===== config.mk =====
export PLATFORM = sky130hd
export DESIGN_NAME = keypad_scan
export DESIGN_NICKNAME = d
export VERILOG_FILES = /design/src/rtl/keypad_pkg.sv /design/src/rtl/row_sync.sv /design/src/rtl/keypad_scan.sv
export SDC_FILE = /design/constraint.sdc
export NUM_CORES = 1
export LEC_CHECK = 0
export CORE_ASPECT_RATIO = 1.25
export CORE_MARGIN = 2
export CORE_UTILIZATION = 33
export DETAILED_ROUTE_END_ITERATION = 10
export MAX_ROUTING_LAYER = met4
export SYNTH_ARGS = -nofsm -noshare
export SYNTH_HDL_FRONTEND = slang
export SYNTH_SLANG_ARGS = --single-unit

===== constraint.sdc =====
create_clock -name clk -period 6.6 [get_ports clk]
set_clock_uncertainty 0.2 [all_clocks]
set_input_delay 0.99 -clock clk [delete_from_list [all_inputs] [get_ports clk]]
set_output_delay 0.99 -clock clk [all_outputs]
set_load 0.05 [all_outputs]

===== src/rtl/keypad_pkg.sv =====
// Shared types and helpers for the keypad scanner.
package keypad_pkg;

    typedef enum logic [1:0] {
        SCAN     = 2'd0,
        DEBOUNCE = 2'd1,
        HELD     = 2'd2
    } kp_state_t;

    // Synchronized row pattern when no key pulls a row low.
    localparam logic [3:0] ROWS_IDLE = 4'hF;

    // Result of decoding a row pattern: index of the low bit and whether exactly one bit was low.
    typedef struct packed {
        logic       valid;
        logic [1:0] idx;
    } row_hit_t;

    // Returns the index of the single low bit; valid is 0 for idle or multi-key patterns.
    function automatic row_hit_t onehot0_idx(input logic [3:0] rows);
        row_hit_t hit;
        hit.valid = 1'b1;
        hit.idx   = 2'd0;
        case (rows)
            4'b1110: hit.idx = 2'd0;
            4'b1101: hit.idx = 2'd1;
            4'b1011: hit.idx = 2'd2;
            4'b0111: hit.idx = 2'd3;
            default: hit.valid = 1'b0;
        endcase
        return hit;
    endfunction

endpackage


===== src/rtl/row_sync.sv =====
// Two-flop synchronizer for the asynchronous keypad row lines; idles high.
module row_sync (
    input  logic       clk,
    input  logic       reset,
    input  logic [3:0] row,
    output logic [3:0] rs
);

    logic [3:0] sync1_reg;
    logic [3:0] sync2_reg;

    genvar gi;
    generate
        for (gi = 0; gi < 4; gi++) begin : g_bit
            // Each row bit gets its own two-stage chain, reset to the released level.
            always_ff @(posedge clk) begin
                if (reset) begin
                    sync1_reg[gi] <= 1'b1;
                    sync2_reg[gi] <= 1'b1;
                end else begin
                    sync1_reg[gi] <= row[gi];
                    sync2_reg[gi] <= sync1_reg[gi];
                end
            end
        end
    endgenerate

    assign rs = sync2_reg;

endmodule


===== src/rtl/keypad_scan.sv =====
// 4x4 matrix keypad scanner: column drive, press/release debounce,
// key strobe and an 8-digit entry shift register.
module keypad_scan
    import keypad_pkg::*;
#(
    parameter int SCAN_BITS       = 17,
    parameter int DEBOUNCE_CYCLES = 500000
) (
    input  logic        clk,
    input  logic        reset,
    input  logic [3:0]  row,
    input  logic        clear,
    output logic [3:0]  col,
    output logic        key_valid,
    output logic [3:0]  key_code,
    output logic [31:0] value
);

    localparam int CNT_W = $clog2(DEBOUNCE_CYCLES + 1);
    // The strobe/exit is registered on the cycle the count would reach DEBOUNCE_CYCLES.
    localparam logic [CNT_W-1:0] CNT_LAST = CNT_W'(DEBOUNCE_CYCLES - 1);

    logic [SCAN_BITS-1:0] div_reg;
    logic                 tick;
    logic [3:0]           rs;
    row_hit_t             hit;

    kp_state_t   state_reg, state_next;
    logic [1:0]  col_idx_reg, col_idx_next;
    logic [CNT_W-1:0] cnt_reg, cnt_next;
    logic [3:0]  pat_reg, pat_next;
    logic [3:0]  cand_reg, cand_next;
    logic        skip_reg, skip_next;
    logic        key_valid_reg, key_valid_next;
    logic [3:0]  key_code_reg, key_code_next;
    logic [31:0] value_reg, value_next;
    logic        shift;

    row_sync u_row_sync (
        .clk   (clk),
        .reset (reset),
        .row   (row),
        .rs    (rs)
    );

    assign tick = &div_reg;
    assign hit  = onehot0_idx(rs);

    // Free-running dwell divider; only reset restarts it.
    always_ff @(posedge clk) begin
        if (reset) begin
            div_reg <= '0;
        end else begin
            div_reg <= div_reg + SCAN_BITS'(1);
        end
    end

    // Next-state logic for scan, debounce and hold handling.
    always_comb begin
        state_next     = state_reg;
        col_idx_next   = col_idx_reg;
        cnt_next       = cnt_reg;
        pat_next       = pat_reg;
        cand_next      = cand_reg;
        skip_next      = skip_reg;
        key_valid_next = 1'b0;
        key_code_next  = key_code_reg;
        shift          = 1'b0;
        case (state_reg)
            SCAN: begin
                if (tick) begin
                    if (skip_reg) begin
                        // After a bounce the frozen column is passed over once,
                        // so scanning resumes from the next column.
                        skip_next    = 1'b0;
                        col_idx_next = col_idx_reg + 2'd1;
                    end else if (hit.valid) begin
                        pat_next   = rs;
                        cand_next  = {hit.idx, col_idx_reg};
                        cnt_next   = CNT_W'(1);
                        state_next = DEBOUNCE;
                    end else begin
                        col_idx_next = col_idx_reg + 2'd1;
                    end
                end
            end
            DEBOUNCE: begin
                if (rs == pat_reg) begin
                    if (cnt_reg == CNT_LAST) begin
                        key_valid_next = 1'b1;
                        key_code_next  = cand_reg;
                        shift          = 1'b1;
                        cnt_next       = '0;
                        state_next     = HELD;
                    end else begin
                        cnt_next = cnt_reg + CNT_W'(1);
                    end
                end else begin
                    cnt_next   = '0;
                    skip_next  = 1'b1;
                    state_next = SCAN;
                end
            end
            HELD: begin
                if (rs == ROWS_IDLE) begin
                    if (cnt_reg == CNT_LAST) begin
                        cnt_next   = '0;
                        state_next = SCAN;
                    end else begin
                        cnt_next = cnt_reg + CNT_W'(1);
                    end
                end else begin
                    cnt_next = '0;
                end
            end
            default: begin
                state_next = SCAN;
                cnt_next   = '0;
            end
        endcase

        // clear wins over a same-cycle digit shift.
        value_next = value_reg;
        if (clear) begin
            value_next = '0;
        end else if (shift) begin
            value_next = {value_reg[27:0], cand_reg};
        end
    end

    // State and datapath registers.
    always_ff @(posedge clk) begin
        if (reset) begin
            state_reg     <= SCAN;
            col_idx_reg   <= 2'd0;
            cnt_reg       <= '0;
            pat_reg       <= ROWS_IDLE;
            cand_reg      <= 4'd0;
            skip_reg      <= 1'b0;
            key_valid_reg <= 1'b0;
            key_code_reg  <= 4'd0;
            value_reg     <= 32'd0;
        end else begin
            state_reg     <= state_next;
            col_idx_reg   <= col_idx_next;
            cnt_reg       <= cnt_next;
            pat_reg       <= pat_next;
            cand_reg      <= cand_next;
            skip_reg      <= skip_next;
            key_valid_reg <= key_valid_next;
            key_code_reg  <= key_code_next;
            value_reg     <= value_next;
        end
    end

    assign col       = ~(4'b0001 << col_idx_reg);
    assign key_valid = key_valid_reg;
    assign key_code  = key_code_reg;
    assign value     = value_reg;

endmodule


# == Word level (Yosys, flattened, before mapping) ==
# Cells that the tools add are included.
# totals
register_bits,94
input_bits,7
out_inout_bits,41
word_cells,77
# classes
addsub,3
eq_ne,17
n_shift,1
muxes,25
bitwise_logic,2
reduce_logical,11
# ops
op,count
$mux W19,6
$pmux W19 S3,1
$reduce_and A20 Y1,1
$add A19 B1 Y19 const B,1
$eq A19 B19 Y1 const B,1
$reduce_and A19 Y1,1
$mux W2,9
$add A17 B1 Y17 const B,1
$reduce_and A17 Y1,1
$eq A4 B4 Y1 const B,4
$ne A2 B2 Y1 const B,6
$pmux W2 S3,2
$reduce_and A3 Y1,3
$mux W1,6
$reduce_and A6 Y1,1
$eq A4 B3 Y1 const B,1
$eq A4 B4 Y1,1
$not A4 Y4,1
$reduce_or A4 Y1,1
$shl A1 B2 Y4 const A,1
$ne A3 B3 Y1 const B,1
$add A2 B1 Y2 const B,1
$eq A2 B1 Y1 const B,1
$eq A2 B2 Y1 const B,1
6 further kinds,6

# == Longest topological paths before layout ==
# depth
word_depth,7
depth_mapped,12
depth_no_buf,11

# == Hierarchy ==
# A second synthesis with hierarchy kept.
# unflattened
cells_unflattened,457
area_unflattened_um2,4117.7
# modules_own_cells
mod,instances,cells_per_inst,area_each_um2,seq_area_each_um2
keypad_scan,1,441,3907.5,1721.7
row_sync,1,16,210.2,160.2

# == Worst setup path after synthesis ==
# No wires, ideal clock.
# synth_path
kind,reg2reg
startpoint,register div_reg[0]
endpoint,register cnt_reg[13]
setup_ps,86
arrival_time_ps,2327
required_ps,6314
setup_slack_ps,3988
stages_incl_launch_ff,13
path_buffers,1
period_less_slack_ps,2612
cell_sequence,dfxtp_1 -> ha_1 -> nand3_1 -> nor2_1 -> nand3_1 -> nor2_1 -> ha_1 -> nand3b_1 -> nor3_1 -> a21oi_1 -> clkbuf_1 -> or3_1 -> a211oi_1
# synth_via
elab_chain_len,3
# synth_lines
item,line,text
start: declaration,keypad_scan.sv:23,logic [SCAN_BITS-1:0] div_reg;
start signal: assignment,keypad_scan.sv:54,div_reg <= div_reg + SCAN_BITS'(1);
$reduce_and A17 Y1,keypad_scan.sv:46,assign tick = &div_reg;
$ne A2 B2 Y1 (no line),-,
$reduce_and A3 Y1 (no line),-,
end signal: assignment,keypad_scan.sv:146,cnt_reg <= cnt_next;
end: declaration,keypad_scan.sv:30,"logic [CNT_W-1:0] cnt_reg, cnt_next;"
# No other way between the ends.
# A chain may end at the register's enable or synchronous reset.

# == Worst setup path after layout ==
# layout_path
startpoint,register col_idx_reg[0]
endpoint,output port col[2]
# layout_via
elab_chain_len,2
# layout_lines
item,line,text
start: declaration,keypad_scan.sv:29,"logic [1:0] col_idx_reg, col_idx_next;"
start signal: assignment,keypad_scan.sv:145,col_idx_reg <= col_idx_next;
$shl A1 B2 Y4,keypad_scan.sv:156,assign col = ~(4'b0001 << col_idx_reg);
$not A4 Y4,keypad_scan.sv:156,
end: declaration,keypad_scan.sv:13,"output logic [3:0] col,"
# No other way between the ends.

==> impl_results.html <==
<table>
<tr><th>Metric</th><th>Value</th></tr>
<tr><th colspan="2">Run status</th></tr>
<tr><td>Run status</td><td>finished, final reports clean</td></tr>
<tr><th colspan="2">Critical path</th></tr>
<tr><td>Start-to-end type of the worst setup path</td><td>reg -&gt; out</td></tr>
<tr><td>Register-to-Register Setup Slack</td><td>3.58 ns</td></tr>
<tr><td>Largest driver fanout on the critical path</td><td>5</td></tr>
<tr><td>Critical path arrival</td><td>1.92 ns</td></tr>
<tr><td>Crit start category</td><td>flop</td></tr>
<tr><td>Number of cells traversed by the worst register-to-register path</td><td>11</td></tr>
<tr><td>CP delay by family, top</td><td>buffers and inverters</td></tr>
<tr><td>Worst path max stage delay</td><td>0.79 ns</td></tr>
<tr><td>Most frequent cell on the critical path</td><td>inv_1</td></tr>
<tr><td>Worst reg2reg path startpoint</td><td>div_reg[0]</td></tr>
<tr><td>WP buf/inv</td><td>3</td></tr>
<tr><td>Worst Setup End Kind</td><td>primary output</td></tr>
<tr><td>Cell at the slowest stage of the critical path</td><td>clkdlybuf4s50_1</td></tr>
<tr><td>Data required time of the worst path</td><td>5.41 ns</td></tr>
<tr><td>Reg2Reg Capture Point</td><td>cnt_reg[8]</td></tr>
<tr><td>Cells along the critical path</td><td>inv_1 -&gt; ha_1 -&gt; inv_1 -&gt; clkdlybuf4s50_1</td></tr>
<tr><th colspan="2">Clock tree</th></tr>
<tr><td>Postcts setup bufs</td><td>0</td></tr>
<tr><td>Hold-fix buffers at CTS</td><td>0</td></tr>
<tr><td>Maximum level of the CTS H-tree</td><td>3</td></tr>
<tr><td>CTS sink count</td><td>94</td></tr>
<tr><td>Maximum clock path buffer count</td><td>2</td></tr>
<tr><td>Clock tree from TritonCTS</td><td>yes</td></tr>
<tr><td>Clk slew on worst S/H paths</td><td>0.07 ns</td></tr>
<tr><td>Resized Gates After CTS</td><td>0</td></tr>
<tr><td>Root Buffer</td><td>clkbuf_16</td></tr>
<tr><td>Later-pin clock latency in the skew report</td><td>0.35 ns</td></tr>
<tr><td>TritonCTS buffer count</td><td>9</td></tr>
<tr><th colspan="2">Place</th></tr>
<tr><td>Port Buf Inserts</td><td>47</td></tr>
<tr><td>Cell total after placement</td><td>621</td></tr>
<tr><td>Placer congestion estimate</td><td>0.844</td></tr>
<tr><td>Detailed Place HPWL</td><td>5140 um</td></tr>
<tr><th colspan="2">Routing</th></tr>
<tr><td>Total DRC errors in the routed layout</td><td>0</td></tr>
<tr><td>Violation count after the first detailed-route iteration</td><td>112</td></tr>
<tr><td>Residual antenna-violating net count after detailed routing</td><td>0</td></tr>
<tr><td>Total length of routed wires</td><td>7460 um</td></tr>
<tr><td>Detailed-routing iteration count for the pre-antenna-repair pass</td><td>4</td></tr>
<tr><td>Number of vias per cell</td><td>4.73</td></tr>
<tr><td>Count of vias placed by the detailed router</td><td>3011</td></tr>
<tr><td>Routed WL per cell</td><td>11.7 um</td></tr>
<tr><th colspan="2">Synth</th></tr>
<tr><td>Number of enable-type register cells in the synthesized netlist</td><td>0</td></tr>
<tr><td>Gate Count Post-Synth</td><td>435</td></tr>
<tr><td>Number of distinct standard cells referenced by the synthesized netlist</td><td>42</td></tr>
<tr><td>Register area share after synthesis</td><td>0.472</td></tr>
<tr><td>Async S/R FF share, synth</td><td>0</td></tr>
<tr><td>Number of flip-flops and latches in the synthesized netlist</td><td>94</td></tr>
<tr><td>Synth Area per Inst</td><td>9.17 um^2</td></tr>
<tr><td>Count of warnings emitted by yosys</td><td>0</td></tr>
<tr><td>Top_reg_cell synth</td><td>dfxtp_1</td></tr>
<tr><td>Synth Net Count</td><td>449</td></tr>
<tr><td>Post-synthesis instance area</td><td>3990 um^2</td></tr>
<tr><th colspan="2">Layout</th></tr>
<tr><td>Count of placed standard cells in the final layout, fillers left out</td><td>637</td></tr>
<tr><td>Diode insertion count for antenna repair</td><td>0</td></tr>
<tr><td>Ratio of cells with drive above 1 in the final layout</td><td>0.0735</td></tr>
<tr><td>Synth-to-layout area growth</td><td>21.9%</td></tr>
<tr><td>Largest register FFs</td><td>32</td></tr>
<tr><td>Leading cell type in the layout, fill and taps excluded</td><td>dfxtp_1</td></tr>
<tr><td>Fin nets</td><td>485</td></tr>
<tr><td>Most frequent cells in the layout</td><td>94 x dfxtp_1, 70 x nor2_1, 46 x clkdlybuf4s50_1</td></tr>
<tr><td>Fill count</td><td>1153</td></tr>
<tr><th colspan="2">STA</th></tr>
<tr><td>Part of the cycle the worst path needs</td><td>0.471</td></tr>
<tr><td>Hold violation count in the final report</td><td>0</td></tr>
<tr><td>Slew headroom</td><td>0.352</td></tr>
<tr><td>Final-report max-slew violation count</td><td>0</td></tr>
<tr><td>Final-report setup violation count</td><td>0</td></tr>
<tr><td>Maximum clock frequency</td><td>322 MHz</td></tr>
<tr><td>Aggregate negative setup slack</td><td>0 ns</td></tr>
<tr><td>Fin crit period</td><td>3.11 ns</td></tr>
<tr><td>Unrepaired setup endpoints after global routing</td><td>false</td></tr>
<tr><td>Least-Margin Pin Slew</td><td>0.972 ns</td></tr>
<tr><th colspan="2">Global routing</th></tr>
<tr><td>Maximum number of pins on one net before global-route repair</td><td>57</td></tr>
<tr><td>Overall routing resource usage</td><td>0.124</td></tr>
<tr><td>Via count of the first global-routing pass</td><td>2793</td></tr>
<tr><td>Global-route wire length before repair</td><td>12600 um</td></tr>
<tr><td>Grt total ovfl</td><td>0</td></tr>
<tr><td>Antenna violations before repair</td><td>0</td></tr>
<tr><th colspan="2">Floorplanning</th></tr>
<tr><td>Effective utilization at floorplan</td><td>0.340</td></tr>
<tr><td>Area inside the core boundary</td><td>11700 um^2</td></tr>
<tr><td>DIE AREA</td><td>13000 um^2</td></tr>
<tr><td>Die boundary height</td><td>127 um</td></tr>
<tr><td>Die Wd</td><td>102 um</td></tr>
<tr><td>I/O pin count</td><td>48</td></tr>
<tr><td>FP Rows</td><td>44</td></tr>
<tr><th colspan="2">Hold path</th></tr>
<tr><td>Worst min-delay path category</td><td>reg -&gt; reg</td></tr>
<tr><td>Start point of the worst hold path</td><td>u_row_sync.sync1_reg[1]</td></tr>
<tr><td>Worst Hold Depth</td><td>1</td></tr>
<tr><td>Hold-critical path endpoint</td><td>u_row_sync.rs[1]</td></tr>
<tr><th colspan="2">Power</th></tr>
<tr><td>Cell Pwr Density</td><td>231 nW/um^2</td></tr>
<tr><td>Worst VDD drop</td><td>107 uV</td></tr>
<tr><td>Static Leak</td><td>1.88 nW</td></tr>
<tr><th colspan="2">Run</th></tr>
<tr><td>Max-cap violations</td><td>0</td></tr>
</table>
## logic make-up (layout without fill, tap and decap cells)
group,after synthesis,in the layout,share of synthesized area
flops,94,94,0.472
fa+ha+maj,7,7,0.0219
xor+xnor,23,23,0.0505
buf+inv,41,82,0.0452
simple gates,176,176,0.217
compound gates,49,49,0.0809
mux,45,45,0.113
## cell type report
class,instances,area [um^2],share of cell area
Sequential cell,94,1880,0.387
Multi-Input combinational cell,300,1930,0.396
Tap cell,161,201,0.0414
Timing Repair Buffer,49,480,0.0988
Clock inverter,6,70.1,0.0144
Inverter,17,63.8,0.0131
Clock buffer,10,239,0.0491
## cell usage after synthesis, drive strengths merged, types with 14 or more instances
| cell | number | share of area |
|---|---|---|
| nand2 | 27 | 0.025 |
| inv | 17 | 0.016 |
| nand3 | 14 | 0.018 |
| dfxtp | 94 | 0.47 |
| o21ai | 17 | 0.021 |
| nor2 | 70 | 0.066 |
| mux2i | 45 | 0.11 |
## routing by layer
layer  track usage  wire length (um)  vias to the layer above  share of wire
met3        0.0209               292                       15          0.039
met5             -                 0                        -              0
li1              -                 -                     1564              -
met4        0.0769               207                        0          0.028
met2         0.195              3380                       64           0.45
met1         0.145              3580                     1368           0.48
## worst register-to-register path, cell delays in order, from the launching register on
cell and delay [ns]:
dfxtp_1 0.37, ha_1 0.20, nand3_1 0.11, nor2_1 0.27, nand3_1 0.17, nor2_1 0.13
ha_1 0.19, inv_1 0.06, nor2_1 0.13, a21oi_1 0.13, a21oi_1 0.78, a211oi_1 0.11
## how the worst max path moves through the flow
| stage | from | to | slack, ns | cells past startpoint |
|---|---|---|---|---|
| 2_1_floorplan | div_reg[0] | cnt_reg[13] | 3.99 | 12 |
| 3_3_place_gp | div_reg[0] | cnt_reg[7] | 3.69 | 11 |
| 3_5_place_dp | div_reg[0] | cnt_reg[18] | 3.55 | 11 |
| 4_1_cts | col_idx_reg[0] | col[2] | 3.47 | 4 |
| 5_1_grt | div_reg[0] | cnt_reg[8] | 3.21 | 11 |
| 6_report | col_idx_reg[0] | col[2] | 3.49 | 4 |
## metrics by stage
stage	hold slack (ns)	util	setup WS [ns]	instance area (um^2)	total power [mW]
2_1_floorplan	0.189	-	3.99	3990	0.607
3_3_place_gp	0.198	0.388	3.69	4560	0.614
3_5_place_dp	0.193	0.388	3.55	4560	0.614
4_1_cts	0.208	0.415	3.47	4860	1.14
5_1_grt	0.226	0.415	3.21	4860	1.17
6_report	0.209	0.415	3.49	4860	1.12
## power breakdown
part / internal (mW) / switching (mW)
combinational: 0.0100 / 0.0166
sequential: 0.571 / 0.00352
clock: 0.306 / 0.217
total: 0.887 / 0.238
No activity file was read; power rests on OpenSTA's default activity.
